File: src/rtl/nes_pkg.sv
// Shared encodings for the NES poll scheduler: FSM states, button bit positions and event field layout.
package nes_pkg;

  typedef enum logic [2:0] {
    ST_IDLE,
    ST_LATCH,
    ST_GAP,
    ST_PHI,
    ST_PLO,
    ST_COMMIT,
    ST_EMIT
  } nes_state_t;

  localparam int BTN_A      = 7;
  localparam int BTN_B      = 6;
  localparam int BTN_SELECT = 5;
  localparam int BTN_START  = 4;
  localparam int BTN_UP     = 3;
  localparam int BTN_DOWN   = 2;
  localparam int BTN_LEFT   = 1;
  localparam int BTN_RIGHT  = 0;

  localparam int EVT_W      = 5;
  localparam int EVT_PORT   = 4;
  localparam int EVT_IDX_HI = 3;
  localparam int EVT_IDX_LO = 1;
  localparam int EVT_PRESS  = 0;

  function automatic logic [EVT_W-1:0] evt_pack(input logic port, input logic [2:0] idx,
                                                input logic press);
    logic [EVT_W-1:0] e;
    e = '0;
    e[EVT_PORT] = port;
    e[EVT_IDX_HI:EVT_IDX_LO] = idx;
    e[EVT_PRESS] = press;
    return e;
  endfunction

endpackage

File: src/rtl/nes_poll_scheduler_if.sv
// Button event stream (valid/ready) between the poll scheduler and its consumer.
interface nes_poll_scheduler_if;
  import nes_pkg::*;

  logic             evt_valid;
  logic [EVT_W-1:0] evt_data;
  logic             evt_ready;

  modport master (output evt_valid, evt_data, input evt_ready);
  modport slave  (input evt_valid, evt_data, output evt_ready);
endinterface

File: src/rtl/nes_evt_fifo.sv
// Synchronous event FIFO; output holds the last popped word while empty, and drop flags a lost push.
module nes_evt_fifo #(
  parameter int DEPTH = 8,
  parameter int W     = 5
) (
  input  logic         clk,
  input  logic         reset_n,
  input  logic         push,
  input  logic [W-1:0] din,
  input  logic         pop,
  output logic [W-1:0] dout,
  output logic         full,
  output logic         empty,
  output logic         drop
);
  localparam int AW = $clog2(DEPTH);

  logic [W-1:0] mem [DEPTH];
  logic [AW:0]  wr_ptr, rd_ptr;
  logic [W-1:0] hold;
  logic         do_push, do_pop;

  assign empty   = (wr_ptr == rd_ptr);
  assign full    = (wr_ptr[AW] != rd_ptr[AW]) && (wr_ptr[AW-1:0] == rd_ptr[AW-1:0]);
  assign do_pop  = pop && !empty;
  // a pop frees the slot in the same cycle, so a push into a full FIFO still lands
  assign do_push = push && (!full || do_pop);
  assign drop    = push && !do_push;
  assign dout    = empty ? hold : mem[rd_ptr[AW-1:0]];

  always_ff @(posedge clk or negedge reset_n) begin
    if (!reset_n) begin
      wr_ptr <= '0;
      rd_ptr <= '0;
      hold   <= '0;
    end else begin
      if (do_push) wr_ptr <= wr_ptr + (AW+1)'(1);
      if (do_pop) begin
        rd_ptr <= rd_ptr + (AW+1)'(1);
        hold   <= mem[rd_ptr[AW-1:0]];
      end
    end
  end

  always_ff @(posedge clk) begin
    if (do_push) mem[wr_ptr[AW-1:0]] <= din;
  end

endmodule

File: src/rtl/nes_poll_scheduler.sv
// Two-port NES controller poller: latch/pulse sequencing, button publish and press/release events.
// Optional NES_DEBOUNCE_EN: a button bit only changes after two consecutive frames agree.
//
// state     | meaning
// ----------+----------------------------------------------------
// ST_IDLE   | pins low, waiting for pending on a shift tick
// ST_LATCH  | latch high for 2 ticks, A sampled on exit
// ST_GAP    | latch low for 1 tick
// ST_PHI    | pulse high for 1 tick (cnt = k, 1..7)
// ST_PLO    | pulse low for 1 tick, bit 7-k sampled on exit
// ST_COMMIT | 1 clk: publish buttons, compute changed bits
// ST_EMIT   | 16 clks: one changed-bit scan index per clk (cnt = idx)
module nes_poll_scheduler
  import nes_pkg::*;
#(
  parameter int CLK_FREQUENCY_HZ = 100000000,
  parameter int SHIFTER_CLK      = 200000,
  parameter int UPDATE_100_HZ    = 100,
  parameter int CNTR_WIDTH       = 32,
  parameter int EVT_DEPTH        = 8
) (
  input  logic                        clk,
  input  logic                        reset_n,
  input  logic                        poll_en,
  input  logic                        poll_req,
  input  logic [1:0]                  nes_data,
  output logic                        nes_latch,
  output logic                        nes_pulse,
  output logic                        busy,
  output logic                        poll_done,
  output logic [7:0]                  btns0,
  output logic [7:0]                  btns1,
  nes_poll_scheduler_if.master        evt,
  output logic                        evt_overflow,
  input  logic                        ovf_clr
);
  localparam int SH_DIV   = CLK_FREQUENCY_HZ / SHIFTER_CLK;
  localparam int POLL_DIV = CLK_FREQUENCY_HZ / UPDATE_100_HZ;

  nes_state_t            state, state_n;
  logic [3:0]            cnt, cnt_n;
  logic [CNTR_WIDTH-1:0] sh_cnt, poll_cnt;
  logic                  tick_sh, tick_poll, pending, enter_latch;
  logic [1:0]            data_s1, data_s2;
  logic [7:0]            raw0, raw1, new0, new1, nxt0, nxt1, chg0, chg1;
  logic                  samp_en;
  logic [2:0]            samp_pos, emit_btn;
  logic                  emit_port, push, fifo_full, fifo_empty, fifo_drop;
  logic [EVT_W-1:0]      push_data;

  assign tick_sh   = (sh_cnt == '0);
  assign tick_poll = poll_en && (poll_cnt == '0);
  assign busy      = (state != ST_IDLE);

  always_comb begin
    state_n     = state;
    cnt_n       = cnt;
    samp_en     = 1'b0;
    samp_pos    = 3'd7;
    enter_latch = 1'b0;
    case (state)
      ST_IDLE:   if (tick_sh && pending) begin
                   state_n     = ST_LATCH;
                   cnt_n       = 4'd0;
                   enter_latch = 1'b1;
                 end
      ST_LATCH:  if (tick_sh) begin
                   if (cnt == 4'd1) begin
                     samp_en = 1'b1;
                     state_n = ST_GAP;
                   end else begin
                     cnt_n = cnt + 4'd1;
                   end
                 end
      ST_GAP:    if (tick_sh) begin
                   state_n = ST_PHI;
                   cnt_n   = 4'd1;
                 end
      ST_PHI:    if (tick_sh) state_n = ST_PLO;
      ST_PLO:    if (tick_sh) begin
                   samp_en  = 1'b1;
                   samp_pos = 3'd7 - cnt[2:0];
                   if (cnt == 4'd7) begin
                     state_n = ST_COMMIT;
                   end else begin
                     state_n = ST_PHI;
                     cnt_n   = cnt + 4'd1;
                   end
                 end
      ST_COMMIT: begin
                   state_n = ST_EMIT;
                   cnt_n   = 4'd0;
                 end
      ST_EMIT:   if (cnt == 4'd15) state_n = ST_IDLE;
                 else cnt_n = cnt + 4'd1;
      default:   state_n = ST_IDLE;
    endcase
  end

  assign new0 = ~raw0;
  assign new1 = ~raw1;

`ifdef NES_DEBOUNCE_EN
  logic [7:0] prev0, prev1;
  assign nxt0 = (~(new0 ^ prev0) & new0) | ((new0 ^ prev0) & btns0);
  assign nxt1 = (~(new1 ^ prev1) & new1) | ((new1 ^ prev1) & btns1);

  always_ff @(posedge clk or negedge reset_n) begin
    if (!reset_n) begin
      prev0 <= '0;
      prev1 <= '0;
    end else if (state == ST_COMMIT) begin
      prev0 <= new0;
      prev1 <= new1;
    end
  end
`else
  assign nxt0 = new0;
  assign nxt1 = new1;
`endif

  // scan index 0..15 maps to port0 b7..b0 then port1 b7..b0
  assign emit_port = cnt[3];
  assign emit_btn  = ~cnt[2:0];
  assign push      = (state == ST_EMIT) && (emit_port ? chg1[emit_btn] : chg0[emit_btn]);
  assign push_data = evt_pack(emit_port, emit_btn, emit_port ? btns1[emit_btn] : btns0[emit_btn]);

  always_ff @(posedge clk or negedge reset_n) begin
    if (!reset_n) begin
      state        <= ST_IDLE;
      cnt          <= '0;
      sh_cnt       <= '0;
      poll_cnt     <= '0;
      pending      <= 1'b0;
      data_s1      <= 2'b11;
      data_s2      <= 2'b11;
      raw0         <= 8'hFF;
      raw1         <= 8'hFF;
      btns0        <= '0;
      btns1        <= '0;
      chg0         <= '0;
      chg1         <= '0;
      nes_latch    <= 1'b0;
      nes_pulse    <= 1'b0;
      poll_done    <= 1'b0;
      evt_overflow <= 1'b0;
    end else begin
      state     <= state_n;
      cnt       <= cnt_n;
      sh_cnt    <= tick_sh ? CNTR_WIDTH'(SH_DIV - 1) : sh_cnt - CNTR_WIDTH'(1);
      if (poll_en) poll_cnt <= tick_poll ? CNTR_WIDTH'(POLL_DIV - 1) : poll_cnt - CNTR_WIDTH'(1);
      // a trigger landing on the LATCH entry cycle is kept for the next frame
      pending   <= tick_poll || poll_req || (pending && !enter_latch);
      data_s1   <= nes_data;
      data_s2   <= data_s1;
      nes_latch <= (state_n == ST_LATCH);
      nes_pulse <= (state_n == ST_PHI);
      poll_done <= (state == ST_EMIT) && (cnt == 4'd15);
      if (samp_en) begin
        raw0[samp_pos] <= data_s2[0];
        raw1[samp_pos] <= data_s2[1];
      end
      if (state == ST_COMMIT) begin
        btns0 <= nxt0;
        btns1 <= nxt1;
        chg0  <= nxt0 ^ btns0;
        chg1  <= nxt1 ^ btns1;
      end
      if (fifo_drop)    evt_overflow <= 1'b1;
      else if (ovf_clr) evt_overflow <= 1'b0;
    end
  end

  nes_evt_fifo #(.DEPTH(EVT_DEPTH), .W(EVT_W)) u_fifo (
    .clk     (clk),
    .reset_n (reset_n),
    .push    (push),
    .din     (push_data),
    .pop     (evt.evt_ready),
    .dout    (evt.evt_data),
    .full    (fifo_full),
    .empty   (fifo_empty),
    .drop    (fifo_drop)
  );

  assign evt.evt_valid = !fifo_empty;

endmodule

File: src/flat_wrapper.sv
// flat-port wrapper written by rule: the top's interface ports become plain ports
module nes_poll_scheduler_flat import nes_pkg::*;
#(
  parameter int CLK_FREQUENCY_HZ = 100000000,
  parameter int SHIFTER_CLK      = 200000,
  parameter int UPDATE_100_HZ    = 100,
  parameter int CNTR_WIDTH       = 32,
  parameter int EVT_DEPTH        = 8
)
  (clk, reset_n, poll_en, poll_req, nes_data, nes_latch, nes_pulse, busy, poll_done, btns0, btns1, evt_overflow, ovf_clr, evt_evt_valid, evt_evt_data, evt_evt_ready);
  nes_poll_scheduler_if evt_i ();
  input  logic clk;
  input  logic reset_n;
  input  logic poll_en;
  input  logic poll_req;
  input  logic [1:0] nes_data;
  output logic nes_latch;
  output logic nes_pulse;
  output logic busy;
  output logic poll_done;
  output logic [7:0] btns0;
  output logic [7:0] btns1;
  output logic evt_overflow;
  input  logic ovf_clr;
  output wire logic [$bits(evt_i.evt_valid)-1:0] evt_evt_valid;
  output wire logic [$bits(evt_i.evt_data)-1:0] evt_evt_data;
  input wire logic [$bits(evt_i.evt_ready)-1:0] evt_evt_ready;
  assign evt_evt_valid = evt_i.evt_valid;
  assign evt_evt_data = evt_i.evt_data;
  assign evt_i.evt_ready = evt_evt_ready;
  nes_poll_scheduler #(.CLK_FREQUENCY_HZ(CLK_FREQUENCY_HZ), .SHIFTER_CLK(SHIFTER_CLK), .UPDATE_100_HZ(UPDATE_100_HZ), .CNTR_WIDTH(CNTR_WIDTH), .EVT_DEPTH(EVT_DEPTH)) u_core (.clk(clk), .reset_n(reset_n), .poll_en(poll_en), .poll_req(poll_req), .nes_data(nes_data), .nes_latch(nes_latch), .nes_pulse(nes_pulse), .busy(busy), .poll_done(poll_done), .btns0(btns0), .btns1(btns1), .evt(evt_i), .evt_overflow(evt_overflow), .ovf_clr(ovf_clr));
endmodule
File: config.mk
export PLATFORM = sky130hd
export DESIGN_NAME = nes_poll_scheduler_flat
export DESIGN_NICKNAME = d
export VERILOG_FILES = /design/src/rtl/nes_pkg.sv /design/src/rtl/nes_poll_scheduler_if.sv /design/src/rtl/nes_evt_fifo.sv /design/src/rtl/nes_poll_scheduler.sv /design/src/flat_wrapper.sv
export SDC_FILE = /design/constraint.sdc
export NUM_CORES = 1
export LEC_CHECK = 0
export CAP_MARGIN = 0
export CORE_MARGIN = 4
export CORE_UTILIZATION = 50
export DETAILED_ROUTE_END_ITERATION = 8
export GPL_ROUTABILITY_DRIVEN = 0
export GPL_TIMING_DRIVEN = 0
export MAX_ROUTING_LAYER = met4
export PLACE_DENSITY = 0.78
export REMOVE_ABC_BUFFERS = 1
export SLEW_MARGIN = 20
export SYNTH_ARGS = -nofsm -noshare
export SYNTH_HDL_FRONTEND = slang
export SYNTH_SLANG_ARGS = --single-unit
File: constraint.sdc
create_clock -name clk -period 4.9 [get_ports clk]
set_input_delay 0.49 -clock clk [delete_from_list [all_inputs] [get_ports clk]]
set_output_delay 0.49 -clock clk [all_outputs]
set_load 0.02 [all_outputs]
### After elaboration in Yosys (flattened, before gate mapping)

Memory sizes are Yosys's and may differ from the RTL's.
Index checks and enable logic that the tools add are counted.
Widths: inputs -> output; s select.

* equality and inequality tests: 21
* $add $sub $neg: 6
* reduce and logical (&&, ||, !) cells: 24
* muxes and demuxes: 46
* order comparisons: 3
* shift operators: 0
* multiply operators: 0
* bitwise operators: 5
* div/mod/pow operators: 0

Operators with widths (number)
* $logic_not 32->1: 2
* $mux 32: 2
* $sub 32x1->32 const B: 2
* $mux 3: 10
* $mux 4: 7
* $pmux 4 s6: 1
* $pmux 3 s7: 1
* $bwmux 8: 2
* $mux 1: 16
* $not 8->8: 2
* $xor 8x8->8: 2
* $add 4x1->4 const B: 3
* $bmux 1 s3: 4
* $logic_and 1x1->1: 10
* $eq 3x2->1 const B: 3
* $eq 3x3->1 const B: 3
* $lt 3x4->1 const B: 2
* $ne 2x1->1 const B: 4
* $reduce_and 8->1: 1
* $eq 3x1->1 const B: 2
* $ne 2x2->1 const B: 3
* $reduce_bool 6->1: 1
* $mux 5: 1
* $eq 4x1->1 const B: 1
* other kinds (15): 20

* output and inout bits: 27
* bits in latches: 0
* bits in read-only memories: 0
* logic and storage cells: 126
* flip-flop bits (word level): 141
* input port bits: 8
* RAM bits: 40
* memories kept: 1

Memory list
* u_core.u_fifo.mem: words 8, width 5, rd ports 1, clocked after Yosys merged registers in 0, wr ports 1, RTL line nes_evt_fifo.sv:18 `logic [W-1:0] mem [DEPTH];`

### Longest topological paths before layout

Gate-level depths: netlist (run 1).

* depth in word-level cells: 9
* depth in mapped cells: 10
* mapped depth without buffers: 7

### Cells and area by module

A second synthesis (run 1) with hierarchy kept.

* cell total of the unflattened synthesis: 728
* area, all modules: 8425.6 µm²

By module, submodules not included
* nes_poll_scheduler: cells an instance 586, area each 6120.9 µm², instances 1, sequential area each 3228.1 µm²
* nes_evt_fifo: cells an instance 142, area each 2304.7 µm², instances 1, sequential area each 1526.5 µm²

### Worst setup path before layout (run 1)

Ideal clock, no wire load.

* path kind: flip-flop to flip-flop
* from: register u_core.cnt[0]
* to: memory u_core.u_fifo.mem[4][0] (enable)
* period minus slack after synthesis: 3.117 ns
* data required time: 4.516 ns
* buffers on the path: 1
* slack: 1.783 ns
* cell stages (with the launch flop): 7
* library setup time: 0.384 ns
* arrival: 2.733 ns
* cell sequence: dfrtp_1 -> buf_4 -> mux4_2 -> nand2_1 -> a2111oi_0 -> o21ai_1 -> nor4b_1

* word-level cells in the longest chain between the ends: 8
* elaborated cells on any way between the ends: 10
* those cells by class: 7 x mux; 1 x bitwise; 2 x reduce/logical

Ends and longest elaborated chain
* start: declaration: RTL line nes_poll_scheduler.sv:41 `logic [3:0] cnt, cnt_n;`
* start signal: assignment: RTL line nes_poll_scheduler.sv:149 `cnt <= cnt_n;`
* $not 3->3 *: RTL line nes_poll_scheduler.sv:124 `assign emit_btn = ~cnt[2:0];`
* $bmux 1 s3: RTL line nes_poll_scheduler.sv:125 `assign push = (state == ST_EMIT) && (emit_port ? chg1[emit_btn] : chg0[emit_btn]);`
* $mux 1 (implied by the code): RTL line nes_poll_scheduler.sv:125
* $mux 1 *: RTL line nes_poll_scheduler.sv:125
* $logic_and 1x1->1 *: RTL line nes_poll_scheduler.sv:125
* $logic_and 1x1->1 *: RTL line nes_evt_fifo.sv:27 `assign do_push = push && (!full || do_pop);`
* $mux 1 *: RTL line nes_evt_fifo.sv:46 `if (do_push) mem[wr_ptr[AW-1:0]] <= din;`
* $mux 1 (implied by the code) *: RTL line nes_evt_fifo.sv:46
* end: declaration: RTL line nes_evt_fifo.sv:18

Mark *: on every way between the ends. The rest lies on a longest branch, timed or not. The select of a mux whose other input is x is not followed.

### Final worst setup path (run 1)

* from: register u_core.cnt[0]
* to: memory u_core.u_fifo.mem[2][4] (enable)

The elaborated chain is that of the path after synthesis.

==> out/summary.log, run 1 <==
INFO  finish         nets=770
INFO  grt            antenna_found_initial=0
INFO  grt            grt_overflow_total=0
INFO  routing        wl_per_cell=16.1um
INFO  logic_synthesis share_of_the_yosys_chip_area_belonging_to_registers=56.4%
INFO  critical_path  end_kind=register
INFO  finish         area_delta_synth_final=13.2%
INFO  clock_tree     clock_insertion_delay_worst_skew=430ps
INFO  sta            achievable-frequency=0.256GHz
INFO  logic_synthesis synth.cell_area=8420um^2
INFO  sta            tightest_slew=1080ps
INFO  clock_tree     clk_root_buf=sky130_fd_sc_hd__clkbuf_16
INFO  sta            slew_viol_final=0
INFO  clock_tree     number_of_buffers_created_by_cts=17
INFO  finish         finish.instance_area=9540um^2
INFO  logic_synthesis yosysWarnings=0
INFO  routing        routed_wirelength=15900um
INFO  critical_path  worstRegToRegCells=5
INFO  grt            grt_first_pass_wirelength=27400um
INFO  critical_path  critical_path.max_stage_delay=1000ps
INFO  clock_tree     htree_num_levels=4
INFO  floorplanning  pin_count=35
INFO  sta            finalSetupViolCount=0
INFO  job            maxCapViolCount=0
INFO  grt            grt_max_degree=91
INFO  finish         final_util=57.7%
INFO  sta            clock_skew=7.73ps
INFO  critical_path  worst-path-max-fanout=18
INFO  clock_tree     cts.path.max_buffers=2
INFO  sta            slew-limit-headroom=27.8%
INFO  sta            worst_hold_margin=39.8ps
INFO  pwr            vdd.ir_drop.worst=0.000276V
INFO  critical_path  worst-path-buf-inv=0
INFO  routing        routed_via_density=5.71
INFO  pwr            design_power_total=3.44mW
INFO  critical_path  timing.critical_path.max_delay_family=compound AO/OA/AOI/OAI gates
INFO  critical_path  cp_cell_sequence=mux4_2, nand2_1, a2111oi_1, o21ai_1, nor4_1
INFO  sta            fin_ws=988ps
INFO  floorplanning  die_w=138um
INFO  logic_synthesis synth-async-reset-ratio=77.9%
INFO  grt            number_of_global_route_vias_before_repair=5405
INFO  routing        num_vias=5637
INFO  logic_synthesis synth-seq-cells=181
INFO  sta            rsz0062_at_grt=false
INFO  min_path       hold_class=in2async
INFO  critical_path  worst_path_max_delay_cell=sky130_fd_sc_hd__a2111oi_1
INFO  floorplanning  floorplan.core_area=16500um^2
INFO  critical_path  cp_data_arrival_time=3960ps
INFO  sta            min_period=3910ps
INFO  clock_tree     setup_fix_buffers_added_after_clock_tree_synthesis=0
INFO  pwr            power.static_leakage=3.92nW
INFO  clock_tree     clock-sinks=181
INFO  critical_path  worst-setup-path-type=reg2reg
INFO  critical_path  worst_setup_path_start_kind=register
INFO  logic_synthesis synth.avg_cell_area=11.4um^2
INFO  routing        drc=0
INFO  sta            timing_hold_violations_final=0
INFO  logic_synthesis netlist-cell-type-count=63
INFO  finish         final_layout_size_suffix_gt1_share=14.3%
INFO  place          io_buffers=34
INFO  clock_tree     ctsHoldBuffers=0
INFO  floorplanning  placement_rows=47
INFO  critical_path  cp.required=4950ps
INFO  routing        final_antenna_net_count=0
INFO  floorplanning  die_h=138um
INFO  clock_tree     clkTransAtPathRegs=60ps
INFO  grt            grt_use_total=18.9%
INFO  logic_synthesis synth-edff-count=40
INFO  clock_tree     cts_repair_resize_count=0
INFO  logic_synthesis synth-main-ff-cell=sky130_fd_sc_hd__dfrtp_1
INFO  sta            post-route-period-util=79.8%
INFO  place          place_ws=979ps
INFO  logic_synthesis synth_cells=736
INFO  routing        detail_route.iter0.violations=459
INFO  critical_path  worstSetupPathDepth=5
INFO  floorplanning  initial_core_util=51.0%
INFO  outcome        outcome=completed
INFO  finish         antenna-diode-count=0
INFO  routing        first_pass_iters=5
INFO  place          place_hpwl=10400um
INFO  floorplanning  dieArea=19000um^2
INFO  place          place_area=8970um^2
INFO  clock_tree     cts_tree=yes
INFO  pwr            powerDensity=361nW/um^2
metrics by stage:
step | cells | TNS (ps)
after CTS | 988 | 0
after detailed placement | 956 | 0
final | 988 | 0
after global placement | 953 | -295160
after global routing | 988 | 0
after floorplan | 699 | 0
report_power, final:
group	switching (mW)	leakage (nW)	internal (mW)	total, mW
combinational	0.221	1.51	0.153	0.374
clock	0.570	0.270	0.754	1.32
sequential	0.109	2.15	1.64	1.75
registers in the layout (all words and copies together), names as in the netlist:
signal and count:
u_core.sh_cnt 32, u_core.raw0 8, u_core.poll_done 1, u_core.data_s2 2, u_core.poll_cnt 32, u_core.pending 1, u_core.chg0 8, u_core.nes_latch 1
u_core.btns0 8, u_core.u_fifo.rd_ptr 4, u_core.u_fifo.wr_ptr 4, u_core.cnt 4, u_core.data_s1 2, u_core.u_fifo.mem 40, u_core.state 3, u_core.raw1 8
u_core.u_fifo.hold 5, u_core.evt_overflow 1, u_core.btns1 8, u_core.chg1 8, u_core.nes_pulse 1
cells in the mapped netlist, types with 2 or more instances:
cell	n	share of area [%]
sky130_fd_sc_hd__a21o_1	2	0.18
sky130_fd_sc_hd__a21oi_1	21	1.2
sky130_fd_sc_hd__a311o_1	2	0.24
sky130_fd_sc_hd__a311oi_1	3	0.31
sky130_fd_sc_hd__a31oi_1	3	0.22
sky130_fd_sc_hd__and2_1	4	0.30
sky130_fd_sc_hd__and3_1	4	0.30
sky130_fd_sc_hd__buf_1	7	0.31
sky130_fd_sc_hd__buf_2	4	0.24
sky130_fd_sc_hd__clkbuf_1	24	1.1
sky130_fd_sc_hd__dfrtp_1	121	36
sky130_fd_sc_hd__dfstp_2	20	6.2
sky130_fd_sc_hd__edfxtp_1	40	14
sky130_fd_sc_hd__ha_1	7	1.0
sky130_fd_sc_hd__inv_1	15	0.67
sky130_fd_sc_hd__mux2_2	23	3.1
sky130_fd_sc_hd__mux2i_1	10	1.2
sky130_fd_sc_hd__mux4_2	18	4.8
sky130_fd_sc_hd__nand2_1	73	3.3
sky130_fd_sc_hd__nand2b_1	5	0.37
sky130_fd_sc_hd__nand3_1	15	0.89
sky130_fd_sc_hd__nand3b_1	2	0.18
sky130_fd_sc_hd__nand4_1	10	0.74
sky130_fd_sc_hd__nor2_1	64	2.9
sky130_fd_sc_hd__nor2b_1	3	0.22
sky130_fd_sc_hd__nor3_1	27	1.6
sky130_fd_sc_hd__nor3b_1	4	0.36
sky130_fd_sc_hd__nor4_1	15	1.1
sky130_fd_sc_hd__nor4b_1	3	0.31
sky130_fd_sc_hd__o211ai_1	4	0.36
sky130_fd_sc_hd__o21ai_0	55	3.3
sky130_fd_sc_hd__o41ai_1	2	0.21
sky130_fd_sc_hd__or3_1	17	1.3
sky130_fd_sc_hd__or4_1	12	1.1
sky130_fd_sc_hd__or4_2	2	0.21
sky130_fd_sc_hd__or4_4	3	0.40
sky130_fd_sc_hd__xnor2_1	37	3.8
sky130_fd_sc_hd__xor2_1	30	3.1
logic make-up after synthesis:
| family | share of synthesized area [%] |
|---|---|
| xor+xnor | 6.97 |
| buf+inv | 2.51 |
| simple gates | 16.8 |
| compound gates | 7.17 |
| flops | 56.4 |
| fa+ha+maj | 1.04 |
| mux | 9.07 |
layout by cell type, fill, tap and decap left out, types with 4 or more instances in the layout:
| master | instances |
|---|---|
| sky130_fd_sc_hd__a21oi_1 | 21 |
| sky130_fd_sc_hd__and2_1 | 4 |
| sky130_fd_sc_hd__and3_1 | 4 |
| sky130_fd_sc_hd__clkbuf_1 | 4 |
| sky130_fd_sc_hd__clkbuf_16 | 17 |
| sky130_fd_sc_hd__clkdlybuf4s50_1 | 33 |
| sky130_fd_sc_hd__dfrtp_1 | 121 |
| sky130_fd_sc_hd__dfstp_2 | 20 |
| sky130_fd_sc_hd__edfxtp_1 | 40 |
| sky130_fd_sc_hd__ha_1 | 7 |
| sky130_fd_sc_hd__inv_1 | 15 |
| sky130_fd_sc_hd__mux2_2 | 23 |
| sky130_fd_sc_hd__mux2i_1 | 10 |
| sky130_fd_sc_hd__mux4_2 | 18 |
| sky130_fd_sc_hd__nand2_1 | 73 |
| sky130_fd_sc_hd__nand2b_1 | 5 |
| sky130_fd_sc_hd__nand3_1 | 14 |
| sky130_fd_sc_hd__nand4_1 | 10 |
| sky130_fd_sc_hd__nor2_1 | 64 |
| sky130_fd_sc_hd__nor3_1 | 26 |
| sky130_fd_sc_hd__nor3b_1 | 4 |
| sky130_fd_sc_hd__nor4_1 | 14 |
| sky130_fd_sc_hd__o211ai_1 | 4 |
| sky130_fd_sc_hd__o21ai_0 | 55 |
| sky130_fd_sc_hd__or3_1 | 17 |
| sky130_fd_sc_hd__or4_1 | 12 |
| sky130_fd_sc_hd__xnor2_1 | 37 |
| sky130_fd_sc_hd__xor2_1 | 30 |
final timing paths:
| kind | startpoint | endpoint | slack, ps |
|---|---|---|---|
| min in group clk | u_core.data_s1[0] | u_core.data_s2[0] | 360 |
| max in group asynchronous | reset_n | u_core.sh_cnt[18] | 4140 |
| worst min-delay path | reset_n | u_core.poll_cnt[26] | 40 |
| worst min register to register | u_core.data_s1[0] | u_core.data_s2[0] | 360 |
| worst max-delay path | u_core.cnt[0] | u_core.u_fifo.mem[2][4] | 990 |
| worst max register to register | u_core.cnt[0] | u_core.u_fifo.mem[2][4] | 990 |
metal layers:
| metal | track usage [%] | up-vias | routed length (um) |
|---|---|---|---|
| met5 | - | - | 0 |
| met4 | 6.86 | 0 | 274 |
| met3 | 3.43 | 22 | 557 |
| met2 | 28.5 | 124 | 7560 |
| met1 | 26.0 | 2802 | 7520 |
| li1 | - | 2689 | - |
final cells by class:
class / count / area (um^2)
flip-flops and latches: 181 / 4750
fillers: 1323 / 6990
well taps: 220 / 275
inverters: 15 / 56.3
repair buffers: 37 / 404
clock buffers: 21 / 440
clock inverters: 11 / 125
multi-input cells: 503 / 3480
Note: power is estimated with default switching activity, not from simulation.
==> run 2, diff against run 1 <==
--- a/config.mk
+++ b/config.mk
@@ -12,7 +12,7 @@
 export GPL_ROUTABILITY_DRIVEN = 0
 export GPL_TIMING_DRIVEN = 0
 export MAX_ROUTING_LAYER = met4
-export PLACE_DENSITY = 0.78
+export PLACE_DENSITY = 0.8
 export REMOVE_ABC_BUFFERS = 1
 export SLEW_MARGIN = 20
 export SYNTH_ARGS = -nofsm -noshare
==> constraint.sdc (replaced) <==
create_clock -name clk -period 3.4 [get_ports clk]
set_input_delay 0.34 -clock clk [delete_from_list [all_inputs] [get_ports clk]]
set_output_delay 0.34 -clock clk [all_outputs]
set_load 0.02 [all_outputs]
==> out/summary.log, run 2 (same netlist as run 1, synthesis figures left out) <==
INFO  outcome        outcome=completed
INFO  critical_path  cp.required=3760ps
INFO  clock_tree     cts.path.max_buffers=2
INFO  routing        num_vias=5526
INFO  critical_path  critical_path.max_stage_delay=720ps
INFO  grt            grt_max_degree=86
INFO  critical_path  worstRegToRegCells=7
INFO  clock_tree     clkTransAtPathRegs=60ps
INFO  finish         antenna-diode-count=0
INFO  floorplanning  pin_count=35
INFO  routing        wl_per_cell=15.9um
INFO  clock_tree     clock_insertion_delay_worst_skew=430ps
INFO  pwr            power.static_leakage=3.95nW
INFO  finish         largest_register_ff_count=40
INFO  critical_path  crit_start=u_core.sh_cnt[0]
INFO  place          place_hpwl=10200um
INFO  critical_path  worst_r2r_endpoint=u_core.raw0[6]
INFO  grt            grt_use_total=18.4%
INFO  critical_path  cp_cell_sequence=inv_1, ha_1, or3b_2, nor3_1, nand4_2, nor4_1, mux2_2
INFO  critical_path  end_kind=register
INFO  grt            grt_overflow_total=0
INFO  sta            achievable-frequency=0.318GHz
INFO  routing        final_antenna_net_count=0
INFO  floorplanning  initial_core_util=51.0%
INFO  sta            finalSetupViolCount=0
INFO  floorplanning  die_w=138um
INFO  clock_tree     clock-sinks=181
INFO  grt            number_of_global_route_vias_before_repair=5383
INFO  critical_path  register_to_register_setup_slack=250ps
INFO  clock_tree     htree_num_levels=4
INFO  clock_tree     cts_tree=yes
INFO  routing        routed_wirelength=15700um
INFO  sta            timing_hold_violations_final=0
INFO  critical_path  worst-setup-path-type=reg2reg
INFO  critical_path  worst-path-buf-inv=1
INFO  pwr            design_power_total=5.06mW
INFO  finish         layout.cells.most_common=sky130_fd_sc_hd__dfrtp_1
INFO  clock_tree     clk_root_buf=sky130_fd_sc_hd__clkbuf_16
INFO  critical_path  cp_data_arrival_time=3500ps
INFO  finish         area.sequential=4760um^2
INFO  sta            min_period=3150ps
INFO  critical_path  timing.critical_path.max_delay_family=simple AND/OR/NAND/NOR gates
INFO  critical_path  worst_setup_path_start_kind=register
INFO  sta            tightest_slew=882ps
INFO  critical_path  worstSetupPathDepth=7
INFO  routing        first_pass_iters=5
INFO  floorplanning  dieArea=19000um^2
INFO  place          io_buffers=34
INFO  sta            slew-limit-headroom=40.4%
INFO  grt            grt_first_pass_wirelength=26700um
INFO  floorplanning  die_h=138um
INFO  finish         area_delta_synth_final=14.4%
INFO  floorplanning  placement_rows=47
INFO  sta            clock_skew=15.3ps
INFO  finish         most-common-layout-cells=sky130_fd_sc_hd__dfrtp_1, sky130_fd_sc_hd__nand2_1, sky130_fd_sc_hd__nor2_1
INFO  min_path       worst_hold_path.num_cells=1
INFO  critical_path  worst_path_max_delay_cell=sky130_fd_sc_hd__nor4_1
INFO  clock_tree     number_of_buffers_created_by_cts=17
INFO  finish         final_util=58.3%
INFO  min_path       hold_class=in2reg
INFO  floorplanning  floorplan.core_area=16500um^2
INFO  sta            post-route-period-util=92.5%
INFO  sta            rsz0062_at_grt=false
INFO  critical_path  critical_path.endpoint=u_core.raw0[6]
INFO  pwr            powerDensity=525nW/um^2
INFO  pwr            vdd.ir_drop.worst=0.000468V
INFO  critical_path  worstReg2RegStart=u_core.sh_cnt[0]
INFO  routing        drc=0
INFO  job            maxCapViolCount=0
INFO  finish         filler_cell_count=1286
INFO  finish         multi_input_area=3520um^2
INFO  grt            antenna_found_initial=0
INFO  finish         final_layout_size_suffix_gt1_share=15.6%
INFO  finish         nets=771
INFO  critical_path  worst-path-max-fanout=19
INFO  routing        detail_route.iter0.violations=454
INFO  clock_tree     setup_fix_buffers_added_after_clock_tree_synthesis=0
INFO  sta            slew_viol_final=0
INFO  routing        routed_via_density=5.59
[run 2: cell count changes in the layout (fill, tap and decap cells not counted), sizes merged]
| cell | before | now |
|---|---|---|
| inv | 18 | 15 |
| clkinv | 4 | 3 |
| dlygate4sd3 | 0 | 1 |
| clkbuf | 21 | 26 |
| clkinvlp | 2 | 1 |
[run 2: layout make-up]
| class | instances | area share [%] |
|---|---|---|
| Inverter | 15 | 0.584 |
| Tap cell | 220 | 2.86 |
| Sequential cell | 181 | 49.4 |
| Multi-Input combinational cell | 503 | 36.5 |
| Clock buffer | 26 | 5.52 |
| Timing Repair Buffer | 38 | 4.30 |
| Clock inverter | 6 | 0.896 |
[run 2: how the worst min path moves through the flow]
| stage | slack (ps) | end | from |
|---|---|---|---|
| 3_5_place_dp | 310 | u_core.poll_done | reset_n |
| 2_1_floorplan | 40 | u_core.btns0[0] | reset_n |
| 4_1_cts | 300 | u_core.data_s1[0] | nes_data[0] |
| 3_3_place_gp | 350 | u_core.data_s2[1] | u_core.data_s1[1] |
| 5_1_grt | 300 | u_core.data_s1[0] | nes_data[0] |
| 6_report | 310 | u_core.data_s1[0] | nes_data[0] |
[run 2: metal layers]
metal,global-route usage (%),up-vias,part of all wire [%]
li1,-,2690,-
met1,25.0,2714,46
met2,28.5,109,49
met3,3.94,13,3.6
met4,5.27,0,1.1
met5,-,-,0
[run 2: power breakdown]
part           leakage [nW]  total [mW]  internal (mW)  switching [mW]
clock                 0.301        2.01           1.23           0.778
combinational          1.51       0.536          0.222           0.314
sequential             2.14        2.51           2.36           0.155
[run 2: timing repair]
action,in CTS,in global routing
hold endpoints to repair,56,0
gates resized for setup,6,6
hold buffers,1,0
endpoints found under the setup margin,35,29
cloned,0,0
[run 2: stage by stage]
step / cells / area [um^2] / hold WS, ps / TNS (ps) / setup slack (ps)
after detailed placement: 956 / 8960 / 308 / -8600 / -542
after global placement: 953 / 8880 / 346 / -520840 / -3760
after floorplan: 699 / 8270 / 44.4 / 0 / 165
after global routing: 989 / 9640 / 302 / 0 / 8.47
after CTS: 989 / 9620 / 296 / 0 / 55.0
final: 989 / 9640 / 314 / 0 / 254
